File: config.mk
export PLATFORM = sky130hd
export DESIGN_NAME = ram_sweep_ctrl
export DESIGN_NICKNAME = d
export VERILOG_FILES = /design/src/rtl/ram_pkg.sv /design/src/rtl/ram_core.sv /design/src/rtl/ram_sweep_ctrl.sv
export SDC_FILE = /design/constraint.sdc
export NUM_CORES = 1
export LEC_CHECK = 0
export CAP_MARGIN = 5
export CORE_MARGIN = 2
export CORE_UTILIZATION = 45
export CTS_CLUSTER_DIAMETER = 200
export CTS_CLUSTER_SIZE = 25
export DETAILED_ROUTE_END_ITERATION = 8
export PLACE_DENSITY_LB_ADDON = 0.25
export SLEW_MARGIN = 20
export SYNTH_ARGS = -nofsm -noshare
export SYNTH_HDL_FRONTEND = slang
export SYNTH_SLANG_ARGS = --single-unit
export TNS_END_PERCENT = 100
File: constraint.sdc
create_clock -name clock -period 5.55 [get_ports clock]
set_input_delay 0.555 -clock clock [delete_from_list [all_inputs] [get_ports clock]]
set_output_delay 0.555 -clock clock [all_outputs]
set_load 0.005 [all_outputs]
File: src/rtl/ram_pkg.sv
// ============================================================================
// ram_pkg : shared types, constants and helpers for the sweep-cleared RAM
// Revision: 1.0
// ============================================================================
`default_nettype none

package ram_pkg;

  typedef enum logic [0:0] {
    ST_CLEAR = 1'b0,
    ST_IDLE  = 1'b1
  } state_t;

  localparam int C_INIT_VAL_DEFAULT = 0;

  // Bounded loop keeps this usable as a constant function in every tool.
  function automatic int clog2(input int value);
    int r;
    r = 0;
    for (int i = 0; i < 31; i++) begin
      if ((1 << i) < value) r = i + 1;
    end
    return r;
  endfunction

endpackage

`default_nettype wire

File: src/rtl/ram_core.sv
// ============================================================================
// ram_core : inferred single-port synchronous RAM, registered write-first read
// Revision: 1.0
// ============================================================================
`default_nettype none

module ram_core
  import ram_pkg::*;
#(
  parameter int DATA_W = 4,
  parameter int DEPTH  = 32,
  parameter int AW     = clog2(DEPTH)
) (
  input  logic              clock,
  input  logic              resetn,
  input  logic              i_we,
  input  logic              i_re,
  input  logic              i_rd_zero,
  input  logic [AW-1:0]     i_addr,
  input  logic [DATA_W-1:0] i_wdata,
  output logic [DATA_W-1:0] o_rdata
);

  logic [DATA_W-1:0] r_mem [DEPTH];
  logic [DATA_W-1:0] r_rdata;

  always_ff @(posedge clock) begin
    if (i_we) r_mem[i_addr] <= i_wdata;
  end

  // Only the read register is reset; the array contents come from the sweep.
  always_ff @(posedge clock or negedge resetn) begin
    if (!resetn) begin
      r_rdata <= '0;
    end else if (i_re) begin
      if (i_rd_zero)  r_rdata <= '0;
      else if (i_we)  r_rdata <= i_wdata;
      else            r_rdata <= r_mem[i_addr];
    end
  end

  assign o_rdata = r_rdata;

endmodule

`default_nettype wire

File: src/rtl/ram_sweep_ctrl.sv
// ============================================================================
// ram_sweep_ctrl : parametrised RAM with automatic clear sweep and read strobe
// Revision: 1.0
// ============================================================================
`default_nettype none

module ram_sweep_ctrl
  import ram_pkg::*;
#(
  parameter int              DATA_W   = 4,
  parameter int              ADDR_W   = 5,
  parameter int              DEPTH    = 32,
  parameter logic [DATA_W-1:0] INIT_VAL = DATA_W'(C_INIT_VAL_DEFAULT)
) (
  input  logic              clock,
  input  logic              resetn,
  input  logic              clr,
  input  logic              wren,
  input  logic              rden,
  input  logic [ADDR_W-1:0] addr,
  input  logic [DATA_W-1:0] wdata,
  output logic [DATA_W-1:0] rdata,
  output logic              rvalid,
  output logic              busy,
  output logic              clr_done
);

  localparam int                 CORE_AW = clog2(DEPTH);
  localparam logic [CORE_AW-1:0] C_LAST  = CORE_AW'(DEPTH - 1);

  state_t             r_state, w_state_nxt;
  logic [CORE_AW-1:0] r_cnt, w_cnt_nxt;
  logic               r_clr_done, w_clr_done_nxt;
  logic               r_rvalid, w_rvalid_nxt;

  logic               w_in_range;
  logic               w_core_we;
  logic               w_core_re;
  logic [CORE_AW-1:0] w_core_addr;
  logic [DATA_W-1:0]  w_core_wdata;

  assign w_in_range = (32'(addr) < 32'(DEPTH));

  always_ff @(posedge clock or negedge resetn) begin
    if (!resetn) begin
      r_state    <= ST_CLEAR;
      r_cnt      <= '0;
      r_clr_done <= 1'b0;
      r_rvalid   <= 1'b0;
    end else begin
      r_state    <= w_state_nxt;
      r_cnt      <= w_cnt_nxt;
      r_clr_done <= w_clr_done_nxt;
      r_rvalid   <= w_rvalid_nxt;
    end
  end

  always_comb begin
    w_state_nxt    = r_state;
    w_cnt_nxt      = r_cnt;
    w_clr_done_nxt = 1'b0;
    w_rvalid_nxt   = 1'b0;
    w_core_we      = 1'b0;
    w_core_re      = 1'b0;
    w_core_addr    = addr[CORE_AW-1:0];
    w_core_wdata   = wdata;

    case (r_state)
      ST_CLEAR: begin
        w_core_we    = 1'b1;
        w_core_addr  = r_cnt;
        w_core_wdata = INIT_VAL;
        // A fresh clr request abandons the current pass without a done pulse.
        if (clr) begin
          w_cnt_nxt = '0;
        end else if (r_cnt == C_LAST) begin
          w_state_nxt    = ST_IDLE;
          w_cnt_nxt      = '0;
          w_clr_done_nxt = 1'b1;
        end else begin
          w_cnt_nxt = r_cnt + CORE_AW'(1);
        end
      end
      ST_IDLE: begin
        if (clr) begin
          w_state_nxt = ST_CLEAR;
          w_cnt_nxt   = '0;
        end else begin
          w_core_we    = wren & w_in_range;
          w_core_re    = rden;
          w_rvalid_nxt = rden;
        end
      end
      default: begin
        w_state_nxt = ST_CLEAR;
        w_cnt_nxt   = '0;
      end
    endcase
  end

  ram_core #(
    .DATA_W (DATA_W),
    .DEPTH  (DEPTH),
    .AW     (CORE_AW)
  ) u_core (
    .clock     (clock),
    .resetn    (resetn),
    .i_we      (w_core_we),
    .i_re      (w_core_re),
    .i_rd_zero (~w_in_range),
    .i_addr    (w_core_addr),
    .i_wdata   (w_core_wdata),
    .o_rdata   (rdata)
  );

  assign busy     = (r_state == ST_CLEAR);
  assign clr_done = r_clr_done;
  assign rvalid   = r_rvalid;

endmodule

`default_nettype wire

==> impl_metrics.json, run 1 <==
{
  "cp_max_fo": 36,
  "swShare": 0.217,
  "power_density_mw_per_mm2": 346,
  "globalRouteMet3Util": 0.0512,
  "p_seq_frac": 0.487,
  "power_switching_mw": 0.517,
  "place_area_sq_mm": 0.00632,
  "die_w_microns": 119,
  "use_met1": 0.257,
  "cts_tree": "done",
  "arrival_ps": 3340,
  "row_count": 42,
  "ir_drop_uv": 218,
  "timing.rr.start": "r_state$_DFF_PN0_",
  "ys_ff_latch": 140,
  "drt_wl_total_microns": 13700,
  "fin_nets": 445,
  "cts_max_level": 4,
  "synth_warnings": 0,
  "die-area_sq_mm": 0.0142,
  "tightest_slew_ps": 806,
  "clockBufferDepth": 2,
  "worst_setup_hold_path_clk_slew_ps": 60,
  "slowest_stage": "clkdlybuf4s50_1",
  "clock_sinks": 140,
  "fillCellCount": 1047,
  "ys_seq_area_frac": 0.696,
  "ios": 21,
  "met2_usage": 0.320,
  "syn_area_sq_mm": 0.00595,
  "synth-edff-count": 128,
  "grt-ovfl-total": 0,
  "r2r_slack_ps": 2550,
  "routabilityCongestion": 0.850,
  "period_share": 0.548,
  "crit_chain": "clkdlybuf4s50_1, mux2i_4, buf_4, mux2_2, a221oi_1, o2111ai_1, a211o_1",
  "hold_viol_final": 0,
  "post-route-drc-count": 0,
  "grt_pass1_wl_microns": 20600,
  "cts_root_buf": "clkbuf_16",
  "crit_path_max_incr_delay_ps": 660,
  "dieHeight_microns": 119,
  "r2r_cells": 7,
  "post_drt_wl_per_cell_microns": 22.1,
  "async_flop_share": 0.0857,
  "leakagePower_nw": 2.43,
  "ctsResizeCount": 0,
  "skew_ps": 13.0,
  "p_clk_frac": 0.459,
  "p_int_mw": 1.87,
  "status": "complete, no violations",
  "dp.final_hpwl_microns": 8550,
  "diodes": 0,
  "rsz0062_at_grt": "no",
  "antenna_found_initial": 0,
  "grt_pass1_vias": 3557,
  "fin_tns_setup_ps": 0,
  "fmax_mhz": 329,
  "final_area_sq_mm": 0.00689,
  "ctsHoldBuffers": 0,
  "clk_latency_ps": 420,
  "synthFlopType": "edfxtp_1",
  "ff_latch_area_sq_mm": 0.00414,
  "finalMaxSlewViolations": 0,
  "synth.distinct_cells": 44,
  "pre_cts_ws_ps": 2120,
  "vias": 3719,
  "hp-class": "in -> async",
  "synth_nets": 417,
  "design.core.area_sq_mm": 0.0131,
  "antenna_left": 0,
  "viasPerCell": 6.02,
  "grt_max_degree": 42,
  "avgSynthCellArea_sq_um": 14.8,
  "area_growth_pct": 15.8,
  "track_usage": 0.198,
  "postCtsSetupBuffers": 0,
  "comb_power_share": 0.054,
  "multi_input_area_sq_mm": 0.00167,
  "synthCells": 401,
  "setup_viol": 0,
  "r2r-end": "u_core.o_rdata[3]$_DFFE_PN0P_",
  "top_usage_layer": "met2",
  "crit_path_end_kind": "flip-flop",
  "period_minus_slack_ps": 3040,
  "critPathLaunchType": "input pin",
  "setup_ws_ps": 2510,
  "slew_headroom": 0.462,
  "port_buffers": 20,
  "drive_gt1_frac": 0.136,
  "start_util": 0.455,
  "maxCapViolCount": 0,
  "first_pass_iters": 5,
  "drt_iter0_drc": 369,
  "numCtsBuffers": 17,
  "worstSetupPathType": "in -> reg",
  "whs_ps": 513,
  "power_mw": 2.38,
  "cp.required_ps": 5850
}
cells in the mapped netlist, types with 6 or more instances:
cell      number  area share
a221oi_1      20       0.029
inv_1          8      0.0050
mux2_2        12       0.023
a221o_1        8       0.013
mux2i_1       19       0.032
o22ai_1        8      0.0084
nor2_1        51       0.032
a22oi_1        8       0.010
nand3_1        6      0.0050
nand3b_1      11       0.014
clkbuf_1       7      0.0044
nor3_1         7      0.0059
edfxtp_1     128        0.65
dfrtp_1       12       0.050
a21oi_1       19       0.016
worst max path at each step:
stage	startpoint	to	slack [ps]	depth (start not counted)
floorplan	clr	u_core.r_mem[31][0]$_DFFE_PP_	3250	6
global placement	addr[0]	u_core.o_rdata[0]$_DFFE_PN0P_	2200	7
detailed placement	addr[0]	u_core.o_rdata[0]$_DFFE_PN0P_	2120	7
CTS	addr[0]	u_core.o_rdata[0]$_DFFE_PN0P_	2550	7
global route	r_state$_DFF_PN0_	u_core.o_rdata[0]$_DFFE_PN0P_	2450	7
finish	addr[0]	u_core.o_rdata[3]$_DFFE_PN0P_	2510	7
through the flow:
step,std cells,util
global placement,586,0.483
finish,618,0.527
detailed placement,586,0.483
floorplan,401,-
CTS,618,0.527
global route,618,0.527
layout by cell type (no fill, tap or decap), types with 4 or more instances in the layout:
master           Yosys  routed
clkinvlp_4           0       6
a21o_1               4       4
o21ai_0              5       5
nor3_1               7       7
inv_1                8       8
mux2_2              12      12
a22o_1               4       4
nand3_1              6       6
buf_4                1       6
a21oi_1             19      19
nor4bb_1             4       4
nor2_1              51      51
o21ai_1              5       4
mux2_4               4       4
edfxtp_1           128     128
mux2i_1             19      19
o2111ai_1            4       4
dfrtp_1             12      12
clkbuf_16            0      17
clkdlybuf4s50_1      0      20
and2_1               4       4
a211o_1              4       4
a22oi_1              8       8
nand3b_1            11      11
o22ai_1              8       8
a221oi_1            20      20
a221o_1              8       8
flip-flops by register name, summed over array words and instances (netlist names):
signal	cells
clr_done	1
u_core.o_rdata	4
u_core.r_mem	128
r_state	1
rvalid	1
r_cnt	5
cell type report:
type,count,area share
multi-input combinational,234,0.242
tap,176,0.0320
sequential,140,0.601
timing repair buffer,26,0.0356
clock inverter,13,0.0205
clock buffer,19,0.0628
inverter,10,0.00545
critical path: cells and delay by family:
| family | cells | cell delay (ps) |
|---|---|---|
| buffers and inverters | 2 | 1120 |
| AO/OA/AOI/OAI | 3 | 990 |
| multiplexers | 2 | 650 |
power groups by stage:
stage	Clock, mW	Sequential, mW	Combinational [mW]
after floorplan	0	1.18	0.0824
after global placement	0	1.18	0.123
after detailed placement	0	1.18	0.126
after CTS	1.10	1.16	0.127
after global routing	1.15	1.16	0.138
final	1.09	1.16	0.128
logic make-up after synthesis:
group,count (synthesis),share of synthesized area
mux,37,0.0704
compound gates,94,0.116
buf+inv,27,0.0238
fa+ha+maj,2,0.00420
flops,140,0.696
simple gates,101,0.0898
per-layer routing:
metal	routed length [microns]	share of wire
met1	5720	0.42
met2	6750	0.49
met3	890	0.065
met4	312	0.023
met5	0	0
No activity file was read; power rests on OpenSTA's default activity.
==> inputs of run 2 (changes only) <==
- clock period: 5.55 -> 2.5 ns (I/O delays scaled with it)
==> run 2 against run 1 <==
Global-route usage is 0.20 points higher. Non-clock buffer count up 47. Clock power increased by 130%. First-iteration DRC count is 17% higher. Worst hold slack worse by 290 ps. Clock skew is 3.4 ps lower. Wire length is 0.88% lower. Largest power group unchanged.
==> impl_metrics.json, run 2 (same netlist as run 1, synthesis figures left out) <==
{
  "place_inst": 633,
  "diodes": 0,
  "slowest_stage": "dfrtp_2",
  "dp.final_hpwl_microns": 9070,
  "dieHeight_microns": 119,
  "port_buffers": 20,
  "vias": 3802,
  "finalMaxSlewViolations": 0,
  "skew_ps": 9.64,
  "drt_wl_total_microns": 13600,
  "post-route-drc-count": 0,
  "hp-class": "in -> async",
  "arrival_ps": 2700,
  "die-area_sq_mm": 0.0142,
  "period_minus_slack_ps": 2400,
  "fmax_mhz": 416,
  "path_buf_inv": 2,
  "fin_tns_setup_ps": 0,
  "die_w_microns": 119,
  "crit_path_max_incr_delay_ps": 440,
  "largest_register_ffs": 128,
  "whs_ps": 221,
  "clockBufferDepth": 2,
  "routabilityCongestion": 0.889,
  "postLayoutCoreUtil": 0.562,
  "cts_max_level": 4,
  "cp_max_fo": 17,
  "hold_viol_final": 0,
  "place_area_sq_mm": 0.00673,
  "crit_family": "compound AO/OA/AOI/OAI gates",
  "setup_viol": 0,
  "rsz0062_at_grt": "no",
  "area_growth_pct": 23.5,
  "slew_headroom": 0.584,
  "pre_cts_ws_ps": -159,
  "cp.required_ps": 2800,
  "leakagePower_nw": 2.70,
  "post_drt_wl_per_cell_microns": 20.4,
  "grt_max_degree": 21,
  "regMostFlops": "u_core.r_mem",
  "period_share": 0.962,
  "crit_path_end_kind": "flip-flop",
  "power_density_mw_per_mm2": 734,
  "r2r_cells": 7,
  "clk_latency_ps": 410,
  "antenna_left": 0,
  "track_usage": 0.200,
  "clock_sinks": 140,
  "setup_ws_ps": 96.2,
  "power_mw": 5.40,
  "grt-ovfl-total": 0,
  "worstSetupPathType": "reg -> reg",
  "design.core.area_sq_mm": 0.0131,
  "grt_pass1_vias": 3793,
  "worst_setup_hold_path_clk_slew_ps": 60,
  "drive_gt1_frac": 0.227,
  "row_count": 42,
  "layout_commonest_cell": "edfxtp_1",
  "ios": 21,
  "path_depth": 7,
  "cts_tree": "done",
  "start_util": 0.455,
  "fin_nets": 492,
  "numCtsBuffers": 17,
  "crit_chain": "mux2i_4, buf_12, mux2_2, a221oi_1, buf_4, o2111ai_2, a211o_1",
  "r2r_slack_ps": 100,
  "layoutNonFillerInstCount": 665,
  "final_area_sq_mm": 0.00735,
  "ir_drop_uv": 506,
  "ctsHoldBuffers": 0,
  "drt_iter0_drc": 433,
  "critPathLaunchType": "flip-flop",
  "status": "complete, no violations",
  "maxCapViolCount": 0,
  "grt_pass1_wl_microns": 20900,
  "first_pass_iters": 7,
  "layout_common_cells": "edfxtp_1, nor2_1, buf_4",
  "tightest_slew_ps": 620,
  "cts_root_buf": "clkbuf_16",
  "viasPerCell": 5.72,
  "antenna_found_initial": 0
}
## run 2: area by class of cell
class                   instances  area, sq um
repair buffers                 73          661
clock inverters                14          161
well taps                     176          220
multi-input cells             234         1700
flip-flops and latches        140         4150
fillers                      1032         5730
inverters                      10         37.5
clock buffers                  18          429
## run 2: power by group
group	internal (mW)	switching (mW)	total [mW]
combinational	0.168	0.179	0.346
sequential	2.56	0.0222	2.58
clock	1.49	0.983	2.47
## run 2: what timing repair did
action	4_1_cts	5_1_grt
setup endpoints to repair	2	4
gates cloned	0	0
setup buffers	0	0
resized for setup	2	4
## run 2: layer usage
layer	GRT usage	part of all wire
met5	0	0
met4	0.0863	0.028
met3	0.0465	0.067
met2	0.306	0.47
met1	0.274	0.44
## run 2: worst paths after layout
kind,to,start
setup / recovery,u_core.o_rdata[0]$_DFFE_PN0P_,r_state$_DFF_PN0_
hold / removal,u_core.o_rdata[0]$_DFFE_PN0P_,resetn
setup reg to reg,u_core.o_rdata[0]$_DFFE_PN0P_,r_state$_DFF_PN0_
hold reg to reg,u_core.o_rdata[0]$_DFFE_PN0P_,u_core.o_rdata[0]$_DFFE_PN0P_
max in group asynchronous,r_state$_DFF_PN0_,resetn
min in group clock,rvalid$_DFF_PN0_,rden
==> inputs of run 3 (changes only) <==
- CORE_UTILIZATION: 45 -> 30
- SYNTH_HIERARCHICAL: default -> 1
==> run 3 against run 2 <==
Sequential share of layout area grew 0.88 points. Worst setup slack improved by 130 ps. Cell area fell by 1.5%. Synthesized cell count shrank 9.2%. Largest cell class unchanged. Highest routed layer unchanged.
==> impl_metrics.json, run 3 <==
{
  "clock_sinks": 140,
  "swShare": 0.225,
  "layout_commonest_cell": "edfxtp_1",
  "skew_ps": 8.19,
  "synthFlopType": "edfxtp_1",
  "synth.distinct_cells": 39,
  "whs_ps": 206,
  "antenna_found_initial": 0,
  "area_growth_pct": 24.1,
  "drt_iter0_drc": 246,
  "routabilityCongestion": 0.803,
  "synth_warnings": 6,
  "yosysMostFrequentCell": "edfxtp_1",
  "viasPerCell": 4.69,
  "power_mw": 5.31,
  "port_buffers": 20,
  "timing.rr.start": "r_state$_DFF_PN0_",
  "p_seq_frac": 0.485,
  "fin_tns_setup_ps": 0,
  "power_switching_mw": 1.20,
  "grt-ovfl-total": 0,
  "p_int_mw": 4.12,
  "ctsHoldBuffers": 0,
  "grt_pass1_wl_microns": 20700,
  "setup_viol": 0,
  "final_area_sq_mm": 0.00724,
  "regMostFlops": "u_core/r_mem",
  "grt_max_degree": 33,
  "tightest_slew_ps": 596,
  "period_share": 0.911,
  "worst_setup_hold_path_clk_slew_ps": 60,
  "cp_max_fo": 26,
  "fillCellCount": 1794,
  "largest_register_ffs": 128,
  "dieHeight_microns": 143,
  "cts_tree": "done",
  "r2r_cells": 6,
  "period_minus_slack_ps": 2280,
  "synth_area_leaders": "edfxtp_1, mux2i_1, mux4_2",
  "die_w_microns": 143,
  "synthCells": 364,
  "layout_common_cells": "edfxtp_1, buf_4, nor2_1",
  "synth-edff-count": 128,
  "rsz0062_at_grt": "no",
  "design.core.area_sq_mm": 0.0189,
  "crit_path_end_kind": "flip-flop",
  "drive_gt1_frac": 0.249,
  "numCtsBuffers": 17,
  "dp.final_hpwl_microns": 9420,
  "crit_path_max_incr_delay_ps": 490,
  "arrival_ps": 2350,
  "postCtsSetupBuffers": 0,
  "critPathLaunchType": "flip-flop",
  "async_flop_share": 0.0857,
  "comb_power_share": 0.070,
  "ios": 21,
  "finalMaxSlewViolations": 0,
  "r2r_slack_ps": 220,
  "ir_drop_uv": 271,
  "crit_chain": "mux2_2, buf_12, nor2b_1, nand2_1, buf_4, nor2_1",
  "leakagePower_nw": 2.51,
  "clockBufferDepth": 2,
  "start_util": 0.309,
  "r2r-end": "u_core/r_mem[1][3]$_DFFE_PP_",
  "synth_top_area_cell": "edfxtp_1",
  "antenna_left": 0,
  "cts_max_level": 4,
  "slowest_stage": "dfrtp_2",
  "ctsResizeCount": 0,
  "diodes": 0,
  "slew_headroom": 0.602,
  "ys_seq_area_frac": 0.711,
  "critPathCapture": "u_core/r_mem[1][3]$_DFFE_PP_",
  "power_density_mw_per_mm2": 734,
  "clk_latency_ps": 420,
  "row_count": 50,
  "cp.required_ps": 2570,
  "post-route-drc-count": 0,
  "fmax_mhz": 439,
  "avgSynthCellArea_sq_um": 16.0,
  "track_usage": 0.141,
  "first_pass_iters": 7,
  "grt_pass1_vias": 3496,
  "maxCapViolCount": 0,
  "hp-class": "in -> async",
  "worstSetupPathType": "reg -> reg",
  "ys_ff_latch": 140,
  "p_clk_frac": 0.445,
  "post_drt_wl_per_cell_microns": 18.9,
  "drt_wl_total_microns": 13500,
  "post-synth-top-area-fraction": 0.659,
  "place_area_sq_mm": 0.00667,
  "postLayoutCoreUtil": 0.383,
  "status": "complete, no violations",
  "worstSetupStartpoint": "r_state$_DFF_PN0_",
  "die-area_sq_mm": 0.0206,
  "syn_area_sq_mm": 0.00583,
  "synth_common_cells": "edfxtp_1, nor2_1, mux2i_1",
  "cts_root_buf": "clkbuf_16",
  "fin_nets": 457,
  "hold_viol_final": 0,
  "vias": 3350
}
run 3: cell types whose count changed after synthesis, sizes merged, moves of 8 or more:
cell | before | now
nand3b | 11 | 2
a221oi | 20 | 0
nor2 | 51 | 41
mux4 | 0 | 15
a221o | 8 | 0
nand2 | 3 | 13
mux2 | 17 | 7
mux2i | 20 | 34
a21oi | 19 | 7
run 3: stage by stage:
stage | std cells | setup slack (ps)
finish | 714 | 223
global route | 714 | 43.7
CTS | 714 | 13.9
detailed placement | 682 | 21.2
global placement | 682 | 17.3
floorplan | 367 | 241
run 3: how the worst min path moves through the flow:
stage | from | endpoint | slack [ps] | depth (start not counted)
floorplan | resetn | clr_done$_DFF_PN0_ | -50 | 0
global placement | r_cnt[4]$_DFFE_PN0P_ | r_cnt[4]$_DFFE_PN0P_ | 600 | 2
detailed placement | r_cnt[4]$_DFFE_PN0P_ | r_cnt[4]$_DFFE_PN0P_ | 610 | 2
CTS | resetn | r_state$_DFF_PN0_ | 210 | 1
global route | resetn | r_cnt[0]$_DFFE_PN0P_ | 240 | 1
finish | resetn | u_core/o_rdata[2]$_DFFE_PN0P_ | 210 | 1
run 3: area by class of cell:
class | instances | area (sq um) | share of cell area
multi-input combinational | 205 | 1560 | 0.216
timing repair buffer | 73 | 623 | 0.0861
tap | 260 | 325 | 0.0449
sequential | 140 | 4150 | 0.573
inverter | 4 | 15.0 | 0.00207
clock inverter | 15 | 143 | 0.0197
clock buffer | 17 | 425 | 0.0588
run 3: worst max-delay path, delay by kind of cell (launching register included):
| family | cells | cell delay [ps] |
|---|---|---|
| buffers and inverters | 2 | 410 |
| flip-flops | 1 | 490 |
| multiplexers | 1 | 370 |
| AND/OR/NAND/NOR | 3 | 650 |
run 3: power groups by stage:
stage / logic [mW] / clock network, mW / registers (mW)
final: 0.371 / 2.37 / 2.58
after global routing: 0.399 / 2.53 / 2.58
after CTS: 0.374 / 2.42 / 2.58
after detailed placement: 0.373 / 0 / 2.62
after global placement: 0.369 / 0 / 2.63
after floorplan: 0.211 / 0 / 2.62
run 3: metal layers:
metal  vias to the layer above  GRT usage  routed length, microns
met4                         0     0.0408                     107
met3                        10     0.0450                     679
met2                        82      0.229                    6510
met5                         -          0                       0
met1                      1696      0.181                    6170
li1                       1562          -                       -
run 3: cell families (layout without fill, tap and decap cells):
| family | count (synthesis) | in the layout | share of synthesized area |
|---|---|---|---|
| flops | 140 | 140 | 0.711 |
| simple gates | 95 | 95 | 0.0787 |
| mux | 56 | 56 | 0.130 |
| compound gates | 48 | 48 | 0.0517 |
| buf+inv | 22 | 109 | 0.0242 |
| fa+ha+maj | 2 | 2 | 0.00429 |
| other cells | 1 | 4 | 0.000643 |
